[config.mk]
export PLATFORM = sky130hd
export DESIGN_NAME = scr_wr_arbiter
export DESIGN_NICKNAME = d
export VERILOG_FILES = /design/src/rtl/scr_pkg.sv /design/src/rtl/scr_wr_arbiter.sv
export SDC_FILE = /design/constraint.sdc
export NUM_CORES = 1
export LEC_CHECK = 0
export ABC_AREA = 1
export CAP_MARGIN = 20
export CORE_ASPECT_RATIO = 0.9
export CORE_MARGIN = 5
export CORE_UTILIZATION = 30
export CTS_BUF_LIST = sky130_fd_sc_hd__clkbuf_8 sky130_fd_sc_hd__clkbuf_16
export DETAILED_ROUTE_END_ITERATION = 8
export PLACE_DENSITY = 0.72
export SLEW_MARGIN = 20
export SYNTH_ARGS = -nofsm -noshare
export SYNTH_HDL_FRONTEND = slang
export SYNTH_SLANG_ARGS = --single-unit
[constraint.sdc]
create_clock -name clk -period 3.56 [get_ports clk]
set_clock_uncertainty 0.1 [all_clocks]
set_input_delay 0.712 -clock clk [delete_from_list [all_inputs] [get_ports clk]]
set_output_delay 0.712 -clock clk [all_outputs]
set_load 0.02 [all_outputs]
[src/rtl/scr_pkg.sv]
// Shared constants for the txtd screen write path: bus widths, arbiter states, grant codes.
package scr_pkg;

    localparam int SCR_ADDR_W = 13;
    localparam int SCR_DATA_W = 16;

    typedef enum logic [1:0] {
        IDLE = 2'd0,
        GNT0 = 2'd1,
        GNT1 = 2'd2
    } arb_state_t;

    localparam logic [1:0] GRANT_NONE = 2'b00;
    localparam logic [1:0] GRANT_P0   = 2'b01;
    localparam logic [1:0] GRANT_P1   = 2'b10;

endpackage

[src/rtl/scr_wr_arbiter.sv]
// Burst-granting round-robin arbiter sharing the txtd screen write port between
// the serial loader (port 0) and the torus renderer (port 1).
module scr_wr_arbiter
    import scr_pkg::*;
#(
    parameter int ADDR_W    = SCR_ADDR_W,
    parameter int DATA_W    = SCR_DATA_W,
    parameter int MAX_BURST = 32
) (
    input  logic              clk,
    input  logic              reset,
    input  logic              req0_valid,
    input  logic [ADDR_W-1:0] req0_addr,
    input  logic [DATA_W-1:0] req0_data,
    input  logic              req0_last,
    output logic              req0_ready,
    input  logic              req1_valid,
    input  logic [ADDR_W-1:0] req1_addr,
    input  logic [DATA_W-1:0] req1_data,
    input  logic              req1_last,
    output logic              req1_ready,
    output logic              wr,
    output logic [ADDR_W-1:0] waddr,
    output logic [DATA_W-1:0] wdata,
    output logic [1:0]        grant
);

    localparam int CNT_W = $clog2(MAX_BURST + 1);

    arb_state_t       state, state_nxt;
    logic             last_served;
    logic [CNT_W-1:0] beat_cnt;
    logic             xfer0, xfer1, burst_done;

    assign req0_ready = (state == GNT0) & ~reset;
    assign req1_ready = (state == GNT1) & ~reset;
    assign xfer0      = req0_valid & req0_ready;
    assign xfer1      = req1_valid & req1_ready;
    // The beat being transferred now is the MAX_BURST-th of this grant.
    assign burst_done = (beat_cnt == CNT_W'(MAX_BURST - 1));

    always_comb begin
        state_nxt = state;
        grant     = GRANT_NONE;
        case (state)
            IDLE: begin
                if (req0_valid && (!req1_valid || last_served))
                    state_nxt = GNT0;
                else if (req1_valid)
                    state_nxt = GNT1;
            end
            GNT0: begin
                grant = GRANT_P0;
                if (!req0_valid || req0_last || burst_done)
                    state_nxt = IDLE;
            end
            GNT1: begin
                grant = GRANT_P1;
                if (!req1_valid || req1_last || burst_done)
                    state_nxt = IDLE;
            end
            default: state_nxt = IDLE;
        endcase
    end

    always_ff @(posedge clk) begin
        if (reset) begin
            state       <= IDLE;
            last_served <= 1'b1;
            beat_cnt    <= '0;
            wr          <= 1'b0;
            waddr       <= '0;
            wdata       <= '0;
        end else begin
            state <= state_nxt;
            wr    <= xfer0 | xfer1;
            if (xfer0) begin
                waddr <= req0_addr;
                wdata <= req0_data;
            end else if (xfer1) begin
                waddr <= req1_addr;
                wdata <= req1_data;
            end
            // Counter is cleared while idle so every grant starts from zero.
            if (state == IDLE) begin
                beat_cnt <= '0;
                if (state_nxt == GNT0)
                    last_served <= 1'b0;
                else if (state_nxt == GNT1)
                    last_served <= 1'b1;
            end else if (xfer0 | xfer1) begin
                beat_cnt <= beat_cnt + 1'b1;
            end
        end
    end

endmodule

==> results.sh <==
export IMPL_ys_ff_latch=39
export IMPL_cp_start_kind="input pin"
export IMPL_rows=28
export IMPL_grt_setup_unrepaired="no"
export IMPL_globalplace_congestion=0.858
export IMPL_die_w_um=97.0
export IMPL_min_to="waddr[4]"
export IMPL_drt_total_wl_mm=5.64
export IMPL_cp_data_arrival_time_ps=2100
export IMPL_crit_slowest_cell="clkdlybuf4s50_1"
export IMPL_syn_area_per_cell_um2=6.55
export IMPL_io_pins=98
export IMPL_cpMostUsedCell="clkdlybuf4s50_1"
export IMPL_start_util_pct=30.9
export IMPL_drive_gt1_share_pct=4.95
export IMPL_power_frac_comb_pct=24.3
export IMPL_setup_tns_ps=0
export IMPL_grt_pass1_wl_mm=9.23
export IMPL_core_area_um2=6620
export IMPL_cts_buffers=5
export IMPL_htree_levels=2
export IMPL_syn_inst=312
export IMPL_synth_nets=378
export IMPL_multi_input_area_um2=996
export IMPL_first_pass_iters=4
export IMPL_cts_hold_buf=0
export IMPL_cts_resized=0
export IMPL_p_sw_mw=0.278
export IMPL_dp_cells=487
export IMPL_reg2reg_to="last_served"
export IMPL_cp_max_fo=6
export IMPL_slew_viol_final=0
export IMPL_chipHeight_um=88.3
export IMPL_die_area_um2=8570
export IMPL_detail_route_antenna_nets=0
export IMPL_path_clk_slew_ps=70
export IMPL_min_delay_start="waddr[4]"
export IMPL_diodes=0
export IMPL_first_global_vias=2017
export IMPL_fmax_mhz=343
export IMPL_worstSetupPathType="input pin to primary output"
export IMPL_place_area_um2=3040
export IMPL_vias=2123
export IMPL_via_per_inst=4.30
export IMPL_path_cells="clkdlybuf4s50_1 > nor2_1 > clkdlybuf4s50_1"
export IMPL_switching_share_pct=27.2
export IMPL_regToRegSetupSlack_ps=1790
export IMPL_intPower_mw=0.743
export IMPL_hold_class="flip-flop to flip-flop"
export IMPL_post_cts_buffers=0
export IMPL_ir_drop_uv=153
export IMPL_setup_viol=0
export IMPL_clock_latency_ps=290
export IMPL_rr_worst_depth=8
export IMPL_pwr_share_seq_pct=46.4
export IMPL_ys_seq_area_share_pct=38.2
export IMPL_p_leak_nw=1.35
export IMPL_ys_types=23
export IMPL_yosysWarningCount=0
export IMPL_areaGrowthSynthToFinish_pct=53.1
export IMPL_grt_antenna_before_repair=0
export IMPL_cts_sinks=39
export IMPL_maxCapViolCount=0
export IMPL_fin_cells=494
export IMPL_clock_power_share_pct=29.3
export IMPL_min_path_cells=2
export IMPL_drt_iter0_markers=62
export IMPL_grt_util_all_layers_pct=13.2
export IMPL_slew_limit_headroom_pct=63.8
export IMPL_cts_tree="done"
export IMPL_hold_slack_ps=382
export IMPL_wl_per_cell_um=11.4
export IMPL_portBuffers=97
export IMPL_regArea_um2=781
export IMPL_cp_required_ps=2750
export IMPL_timing_final_crit_share_pct=81.8
export IMPL_drc_errors=0
export IMPL_end_kind="primary output"
export IMPL_final_nets=470
export IMPL_dp_final_hpwl_mm=4.21
export IMPL_max_stage_delay_ps=640
export IMPL_design_area_um2=3130
export IMPL_fin_crit_ps=2910
export IMPL_tightestPinTransition_ps=543
export IMPL_status="finished clean"
export IMPL_root_buffer="clkbuf_8"
export IMPL_clk_path_buf_depth=2
export IMPL_netlist_area_um2=2040
export IMPL_grt_start_max_net_pins=55
export IMPL_reg2reg_from="state[1]"
export IMPL_fillCellCount=683
export IMPL_crit_path_start="reset"
export IMPL_grt_overflow_total=0
export IMPL_hold_violations=0
export IMPL_p_per_area_nw_per_um2=326
-- synth_stat cells (all sizes together) --
library cell / instances / area share (%)
o21ai: 38 / 9.3
ha: 2 / 1.2
clkbuf: 2 / 0.37
a21oi: 6 / 1.5
xnor2: 2 / 0.86
nor2: 79 / 15
nand3b: 1 / 0.37
nand2: 54 / 10
buf: 14 / 5.3
nand4: 1 / 1.0
nor3: 2 / 0.49
dfxtp: 39 / 38
nand3: 32 / 8.4
inv: 40 / 7.5
-- state kept, by name, indices dropped and copies added, names as in the netlist --
register	flops
beat_cnt	6
wr	1
state	2
wdata	16
last_served	1
waddr	13
-- kinds of logic after synthesis --
logic type | Yosys count | synth area share (%)
flops | 39 | 38.2
fa+ha+maj | 2 | 1.22
buf+inv | 56 | 13.1
simple gates | 169 | 35.9
compound gates | 44 | 10.8
xor+xnor | 2 | 0.857
-- worst max-delay path: cells and delay by family --
family	cells	cell delay, ps
buffers and inverters	2	1210
and+or+nand+nor	1	180
-- how the worst max path moves through the flow --
stage,endpoint,slack (ps),depth (start not counted)
final,req1_ready,650,3
after global routing,req0_ready,620,3
after CTS,req1_ready,660,3
after detailed placement,req1_ready,660,3
after global placement,req1_ready,670,3
after floorplan,last_served,1490,7
-- layer usage --
metal  track usage [%]  vias to the layer above  share of wire (%)
li1                  -                     1149                  -
met1              16.2                      894                 46
met2              21.3                       76                 44
met3              6.54                        4                9.0
met4              2.55                        0               0.50
met5                 0                        -                  0
-- power by group through the flow --
stage | combinational, mW | sequential (mW) | clock, mW
after detailed placement | 0.250 | 0.483 | 0
after floorplan | 0.0984 | 0.505 | 0
after global routing | 0.276 | 0.476 | 0.332
after CTS | 0.251 | 0.473 | 0.314
after global placement | 0.247 | 0.482 | 0
final | 0.248 | 0.473 | 0.299
-- per-stage QoR --
| step | total power [mW] | setup WS, ps | utilization, % |
|---|---|---|---|
| floorplan | 0.604 | 1490 | - |
| global placement | 0.729 | 667 | 46.0 |
| detailed placement | 0.733 | 661 | 46.0 |
| CTS | 1.04 | 662 | 47.3 |
| global route | 1.08 | 623 | 47.3 |
| finish | 1.02 | 647 | 47.3 |
-- cells in the final DEF, fill, tap and decap left out, drive strengths merged, types with 4 or more instances in the layout --
| master | instances |
|---|---|
| dfxtp | 39 |
| nand2 | 54 |
| clkdlybuf4s50 | 97 |
| o21ai | 38 |
| buf | 4 |
| inv | 40 |
| nand3 | 32 |
| nor2 | 79 |
| a21oi | 6 |
| clkbuf | 6 |
-- final cells by class --
type / count / area share (%)
Clock inverter: 1 / 0.160
Inverter: 40 / 4.88
Clock buffer: 6 / 2.64
Multi-Input combinational cell: 217 / 31.8
Timing Repair Buffer: 101 / 32.0
Tap cell: 90 / 3.60
Sequential cell: 39 / 24.9
(Power assumes the default switching activity.)
